<file path="config.mk">
export PLATFORM = sky130hd
export DESIGN_NAME = dmem_store_align
export DESIGN_NICKNAME = d
export VERILOG_FILES = /design/src/rtl/dmem_store_align.sv
export SDC_FILE = /design/constraint.sdc
export NUM_CORES = 1
export LEC_CHECK = 0
export BUFFER_PORTS_ARGS = -buffer_cell sky130_fd_sc_hd__buf_2
export CAP_MARGIN = 20
export CORE_MARGIN = 10
export CORE_UTILIZATION = 57
export CTS_CLUSTER_DIAMETER = 120
export CTS_CLUSTER_SIZE = 14
export DETAILED_ROUTE_END_ITERATION = 8
export MAX_ROUTING_LAYER = met4
export PLACE_DENSITY_LB_ADDON = 0.2
export SKIP_LAST_GASP = 1
export SLEW_MARGIN = 20
export SYNTH_ARGS = -nofsm -noshare
export SYNTH_HDL_FRONTEND = slang
export SYNTH_SLANG_ARGS = --single-unit
</file>
<file path="constraint.sdc">
create_clock -name Clk -period 3.55 [get_ports Clk]
set_input_delay 0.71 -clock Clk [delete_from_list [all_inputs] [get_ports Clk]]
set_output_delay 0.71 -clock Clk [all_outputs]
set_load 0.05 [all_outputs]
</file>
<file path="src/rtl/dmem_store_align.sv">
// Store-side lane aligner: converts a byte-addressed store into one or two
// word-aligned memory write beats with byte enables and registered outputs.
module dmem_store_align #(
  parameter int WIDTH_DATA_LENGTH = 32,
  parameter int LENGTH_MUX        = 3
) (
  input  logic                         Clk,
  input  logic                         Rst_n,
  input  logic                         ReqValid,
  output logic                         ReqReady,
  input  logic [WIDTH_DATA_LENGTH-1:0] Addr,
  input  logic [WIDTH_DATA_LENGTH-1:0] DataIn,
  input  logic [LENGTH_MUX-1:0]        FormatSel,
  output logic                         MemValid,
  input  logic                         MemReady,
  output logic [WIDTH_DATA_LENGTH-1:0] MemAddr,
  output logic [WIDTH_DATA_LENGTH-1:0] MemWData,
  output logic [3:0]                   MemByteEn,
  output logic                         StoreErr,
  output logic                         Busy
);

  localparam int W = WIDTH_DATA_LENGTH;

  typedef enum logic [1:0] {IDLE, BEAT0, BEAT1} state_t;

  state_t         state, state_n;
  logic           valid_n, err_n;
  logic [W-1:0]   addr_n, wdata_n;
  logic [3:0]     be_n;
  logic [W-1:0]   hi_data, hi_data_n;
  logic [3:0]     hi_be, hi_be_n;

  logic           legal;
  logic [3:0]     mask;
  logic [7:0]     wide8;
  logic [2*W-1:0] wide_d;

  assign ReqReady = (state == IDLE);
  assign Busy     = (state != IDLE);

  always_comb begin
    legal = 1'b1;
    mask  = '0;
    case (FormatSel)
      LENGTH_MUX'(0): mask = 4'b0001;
      LENGTH_MUX'(1): mask = 4'b0011;
      LENGTH_MUX'(2): mask = 4'b1111;
      default:        legal = 1'b0;
    endcase
    wide8  = {4'b0000, mask} << Addr[1:0];
    wide_d = {{W{1'b0}}, DataIn} << {Addr[1:0], 3'b000};
  end

  // Upper halves of the shifted lanes are captured at accept so the second
  // beat of a split store needs no further access to the request inputs.
  always_comb begin
    state_n   = state;
    valid_n   = MemValid;
    addr_n    = MemAddr;
    wdata_n   = MemWData;
    be_n      = MemByteEn;
    hi_data_n = hi_data;
    hi_be_n   = hi_be;
    err_n     = 1'b0;
    case (state)
      IDLE: begin
        if (ReqValid) begin
          if (legal) begin
            state_n   = BEAT0;
            valid_n   = 1'b1;
            addr_n    = {Addr[W-1:2], 2'b00};
            wdata_n   = wide_d[W-1:0];
            be_n      = wide8[3:0];
            hi_data_n = wide_d[2*W-1:W];
            hi_be_n   = wide8[7:4];
          end else begin
            err_n = 1'b1;
          end
        end
      end
      BEAT0: begin
        if (MemValid && MemReady) begin
          if (hi_be == 4'b0000) begin
            state_n = IDLE;
            valid_n = 1'b0;
          end else begin
            state_n = BEAT1;
            addr_n  = MemAddr + W'(4);
            wdata_n = hi_data;
            be_n    = hi_be;
          end
        end
      end
      BEAT1: begin
        if (MemValid && MemReady) begin
          state_n = IDLE;
          valid_n = 1'b0;
        end
      end
      default: begin
        state_n = IDLE;
        valid_n = 1'b0;
      end
    endcase
  end

  always_ff @(posedge Clk or negedge Rst_n) begin
    if (!Rst_n) begin
      state     <= IDLE;
      MemValid  <= 1'b0;
      MemAddr   <= '0;
      MemWData  <= '0;
      MemByteEn <= '0;
      StoreErr  <= 1'b0;
      hi_data   <= '0;
      hi_be     <= '0;
    end else begin
      state     <= state_n;
      MemValid  <= valid_n;
      MemAddr   <= addr_n;
      MemWData  <= wdata_n;
      MemByteEn <= be_n;
      StoreErr  <= err_n;
      hi_data   <= hi_data_n;
      hi_be     <= hi_be_n;
    end
  end

endmodule

</file>
# After elaboration in Yosys (flattened, before gate mapping)
# Index checks and enable logic that the tools add are counted.
dict set report word_totals {
  regBits 108
  inputBits 71
  out_inout_bits 72
}
dict set report classes {
  add_sub_neg 1
  eq_ne 10
  n_shift 2
  muxes 32
  reduce_logical 11
}
# operator count
set op_table {}
lappend op_table {{$mux 32} 8}
lappend op_table {{$pmux 32 s2} 2}
lappend op_table {{$shl 32x5->64} 1}
lappend op_table {{$add 32x3->32 const B} 1}
lappend op_table {{$mux 4} 4}
lappend op_table {{$pmux 4 s3} 1}
lappend op_table {{$mux 2} 5}
lappend op_table {{$ne 2x2->1 const B} 5}
lappend op_table {{$reduce_and 5->1} 2}
lappend op_table {{$mux 1} 9}
lappend op_table {{$pmux 4 s2} 1}
lappend op_table {{$shl 4x2->8} 1}
lappend op_table {{$pmux 2 s3} 1}
lappend op_table {{$logic_not 4->1} 1}
lappend op_table {{$reduce_and 4->1} 1}
lappend op_table {{$reduce_bool 2->1} 2}
lappend op_table {{$eq 3x1->1 const B} 1}
lappend op_table {{$eq 3x2->1 const B} 1}
lappend op_table {{$logic_not 3->1} 1}
lappend op_table {{$pmux 1 s3} 1}
lappend op_table {{$reduce_and 3->1} 1}
lappend op_table {{$reduce_or 3->1} 1}
lappend op_table {{$eq 2x1->1 const B} 1}
lappend op_table {{$eq 2x2->1 const B} 1}
lappend op_table {{other kinds (3)} 3}

# Depth between registers and ports, before layout
dict set report depth {
  ltp_word 6
  mapped_depth 7
}

# Worst setup path after synthesis
# Ideal clock, no wire load.
dict set report synth_timing {
  kind {reg-to-reg}
  startpoint {register MemAddr[2]}
  endpoint {register MemAddr[26]}
  setup_ns 0.067
  arrival_ns 2.405
  t_required_ns 3.483
  path_slack_ns 1.078
  stages_incl_launch_ff 8
  n_path_buf 1
  synth_period_minus_slack_ns 2.472
  path_cell_list {dfrtp_1 -> ha_1 -> nand4_2 -> or4_1 -> buf_2 -> or3_4 -> nor4_2 -> a221o_1}
}
dict set report synth_between {
  elab_chain_cells 4
}
# element line
set synth_lines {}
lappend synth_lines {{start, declared} 16} ;# output logic [WIDTH_DATA_LENGTH-1:0] MemAddr,
lappend synth_lines {{start signal, assigned} 121} ;# MemAddr <= addr_n;
lappend synth_lines {{$add 32x3->32} 89} ;# addr_n = MemAddr + W'(4);
lappend synth_lines {{$mux 32} 84} ;# if (hi_be == 4'b0000) begin
lappend synth_lines {{$mux 32} 83} ;# if (MemValid && MemReady) begin
lappend synth_lines {{$pmux 32 s2} 66} ;# case (state)
# Every way passes these cells. The select of a mux whose other input is x is not followed.
# A chain may end at the register's enable or synchronous reset.

# Worst setup path after layout
dict set report layout_timing {
  startpoint {register hi_be[2]}
  endpoint {register MemAddr[26]}
}
dict set report layout_between {
  elab_chain_cells 3
}
# element line
set layout_lines {}
lappend layout_lines {{start, declared} 32} ;# logic [3:0] hi_be, hi_be_n;
lappend layout_lines {{start signal, assigned} 126} ;# hi_be <= hi_be_n;
lappend layout_lines {{$logic_not 4->1} 84}
lappend layout_lines {{$ne 2x2->1 (no source line)} n/a}
lappend layout_lines {{$reduce_and 5->1 (no source line)} n/a}
# Every way passes these cells.

==> summary by stage <==
STA
The final worst-path setup slack is around 1 ns. The final count of hold timing violations came to 0. The share of the clock period used by the worst path after layout is 0.719. The relative slew slack is 0.425.

Static timing analysis puts the maximum clock frequency at roughly 400 MHz. Setup repair after global routing left no endpoint under its margin. At the pin with the least slew margin, the transition time is about 0.86 ns. The number of pins exceeding their max-slew limit in the final report came to 0. The final setup violation count is 0. On the final layout, the worst clock skew is approximately 0.013 ns.

Adding up every negative setup slack in the final design gives 0 ns. The final period demand of the worst path is 2.55 ns.

Floorplan
The floorplan has 34 rows. The vertical die dimension is 115 um. In this run the count of I/O pins placed on the die edge is approximately 140. The starting density of the core is 0.589. The die is about 120 um wide. The core region is 8810 um2. The floorplan step defined a die boundary enclosing roughly 13000 um2.

Final layout
In the layout the commonest cells are 139 x sky130_fd_sc_hd__buf_2, 97 x sky130_fd_sc_hd__dfrtp_1, 73 x sky130_fd_sc_hd__nor2_1. Measured on the finished design, the core utilization comes to 0.702. In the final layout, the share of cells above drive strength 1 is 0.280. The number of antenna diodes in the final layout is 0. The number of nets in the layout is just under 800. The commonest non-fill, non-tap cell in the layout is sky130_fd_sc_hd__buf_2. The count of non-filler cells in the finished layout is 812.

Relative to the synthesized area, the layout overhead comes to 19.2%. The finished cells cover 6180 um2.

Worst setup path
Counting cells, the worst reg-to-reg path comes to 6. The launch point of the worst reg-to-reg path is hi_be[2]$_DFFE_PN0P_. The worst setup path is of the reg2reg kind. For this design, the slowest cell found on the critical path is sky130_fd_sc_hd__o311ai_2.

The element type at the critical path end is a register. The data arrival time of the critical path is approximately 2.8 ns. Broken down by cell family, the worst path's largest delay share belongs to compound AO/OA/AOI/OAI gates. In this design, the stage delay of the slowest critical-path cell is between 0.6 and 0.7 ns.

The highest fanout seen on the critical path is 16. The worst path buffer plus inverter count is 1. The critical path starts at hi_be[2]$_DFFE_PN0P_. The nature of the critical path startpoint is a register. The required time of the critical path is 3.81 ns.

Walking the worst path, the cells encountered are o311ai_2, nor2_1, nor2_2, buf_4, nor4_2, a221o_1. The critical path depth in cells is 6.

Global routing
For this run, global-route usage on met3 was measured as 0.0536. The global-route usage over all layers is 0.249. The met2 usage is 0.404.

The number of antenna violations at the first check in global routing is 0. The via count of the first global-routing pass is a little over 5k. The global-route layer with the greatest usage is met2.

Entering global routing, the biggest net connects 57 pins. The first global-routing pass estimated ~26 mm of wire. The met1 track utilization from global routing is 0.300. The global route total overflow is 0.

CTS
The cell at the root of the clock tree is sky130_fd_sc_hd__clkbuf_8. The TritonCTS clock tree is yes. Clock latency on the worst-skew pair, taken at its later pin, is 0.38 ns.

Clock-pin slew was measured on the worst setup and hold paths at 0.10 ns. The level count of the clock H-tree is 3. The number of clock sinks is a little under 100. The post-cts sizing count is 0. For this design, the CTS-stage hold fixing added 0 buffers. The buffer count from post-CTS setup fixing is 0. The buffer depth of the longest clock path is 2. Counting the buffers created by CTS gives 9.

Placement
At the placement stage, the worst setup path has a slack of slightly above 0.9 ns. The number of buffers added on ports is 140. The placed wire-length estimate is between 10 and 15 mm. The number of instances in the placed design is roughly 800.

The instance area at placement is approximately 6000 um2. At the end of routability-driven placement, the weighted congestion stood at roughly 0.94.

Worst hold path
The min-delay analysis places its worst path in the category in2async.

Route
The routed design has 16.3 mm of wire. Dividing the detail-routed wire length by the instance count gives between 20 and 25 um. The count of antenna-violating nets left after detailed routing is 0.

The remaining design rule violation count is 0. The iteration-0 DRC count of the detailed router is 500. The number of vias after detailed routing is 5186. The pre-antenna-repair detailed-routing pass consisted of 6 iterations.

The number of vias per cell after detailed routing is about 6.4.

Logic synthesis
The number of enable flip-flop cells after synthesis is 0. The netlist uses 62 different library cells. The share of the Yosys chip area taken by registers is 0.468. The number of register bits inferred by synthesis is 97. The area share of the leading cell type in the synthesized netlist is 0.468. Yosys attributes the largest share of cell area to sky130_fd_sc_hd__dfrtp_1 47%, sky130_fd_sc_hd__a21oi_1 6.0%, sky130_fd_sc_hd__nor2_1 5.4%, sky130_fd_sc_hd__nand2_1 4.7%, sky130_fd_sc_hd__mux2_2 3.9%. Synthesis handed over a netlist of 579 instances.

The async set-or-reset flop fraction in the synthesized netlist is 1.00. The post-synthesis cell type with the largest combined area is sky130_fd_sc_hd__dfrtp_1. Yosys printed 0 warnings. The dominant register cell in the synthesized netlist is sky130_fd_sc_hd__dfrtp_1. The synthesized area divided by synthesized cell count is between 8 and 9 um2. After synthesis the cells add up to 5190 um2.

Pwr
The total power divided by cell area is 1030 nW/um2. VDD sags by at most slightly below 600 uV. For this design the static power due to leakage is between 2 and 3 nW.

Job
The reported max-cap violation count is 0.

Run status
The run finished with clean final reports.
[path summary, 6_finish.rpt]
path                                            to  slack, ns
setup / recovery           MemAddr[26]$_DFFE_PN0P_        1.0
hold / removal              MemAddr[5]$_DFFE_PN0P_       0.38
setup reg to reg           MemAddr[26]$_DFFE_PN0P_        1.0
hold reg to reg            hi_data[21]$_DFFE_PN0P_       0.48
max in group asynchronous   hi_data[9]$_DFFE_PN0P_       2.32
min in group Clk           hi_data[21]$_DFFE_PN0P_       0.48
[cells in the mapped netlist (all sizes together) (3+ instances only)]
library cell,instances
o22a,3
o31ai,12
a222oi,8
nor3,7
nor2,75
nand4,7
a221oi,7
dfrtp,97
a31oi,5
and3,4
nand3,27
nor4,6
nand2,65
mux2,18
mux2i,13
inv,8
or3,3
clkbuf,37
a21oi,62
o21ai,27
buf,9
a22oi,23
o22ai,9
o211ai,6
and2,3
[state kept, by name, summed over array words and instances, names as in the netlist]
name / cells
MemAddr: 30
MemByteEn: 4
MemValid: 1
MemWData: 32
StoreErr: 1
hi_be: 3
hi_data: 24
state: 2
[cell families (layout without fill, tap and decap cells)]
family | Yosys count | in the layout | synth area share
mux | 31 | 31 | 0.0642
compound gates | 186 | 186 | 0.237
fa+ha+maj | 1 | 1 | 0.00241
flops | 97 | 97 | 0.468
buf+inv | 54 | 178 | 0.0420
other cells | 1 | 2 | 0.000723
simple gates | 209 | 209 | 0.185
[report_power, final]
part	total [mW]	internal, mW	switching (mW)
combinational	3.53	0.920	2.61
clock	0.750	0.333	0.417
sequential	2.08	1.61	0.477
[worst reg2reg max path: cells and delay by family, from the launching register on]
kind            cells  cell delay (ns)
compound gates      2             0.87
simple gates        3             0.80
flops               1             0.43
buf+inv             1             0.33
[stage by stage]
step	power, mW	hold slack, ns
final	6.37	0.377
after global routing	6.73	0.434
after CTS	6.36	0.422
after detailed placement	5.63	0.460
after global placement	5.51	0.452
after floorplan	4.63	0.414
[metal layers]
metal | wire length, um | vias to the layer above | part of all wire
met5 | 0 | - | 0
met4 | 357 | 0 | 0.022
met3 | 1410 | 37 | 0.086
met2 | 7980 | 287 | 0.49
met1 | 6560 | 2495 | 0.40
li1 | - | 2367 | -
[layout make-up]
type                    instances  area, um2
repair buffers                154        821
multi-input cells             429       2570
well taps                     108        135
inverters                       8       30.0
clock inverters                 5       63.8
fillers                       741       2630
clock buffers                  11        131
flip-flops and latches         97       2430
No activity file was read; power rests on OpenSTA's default activity.
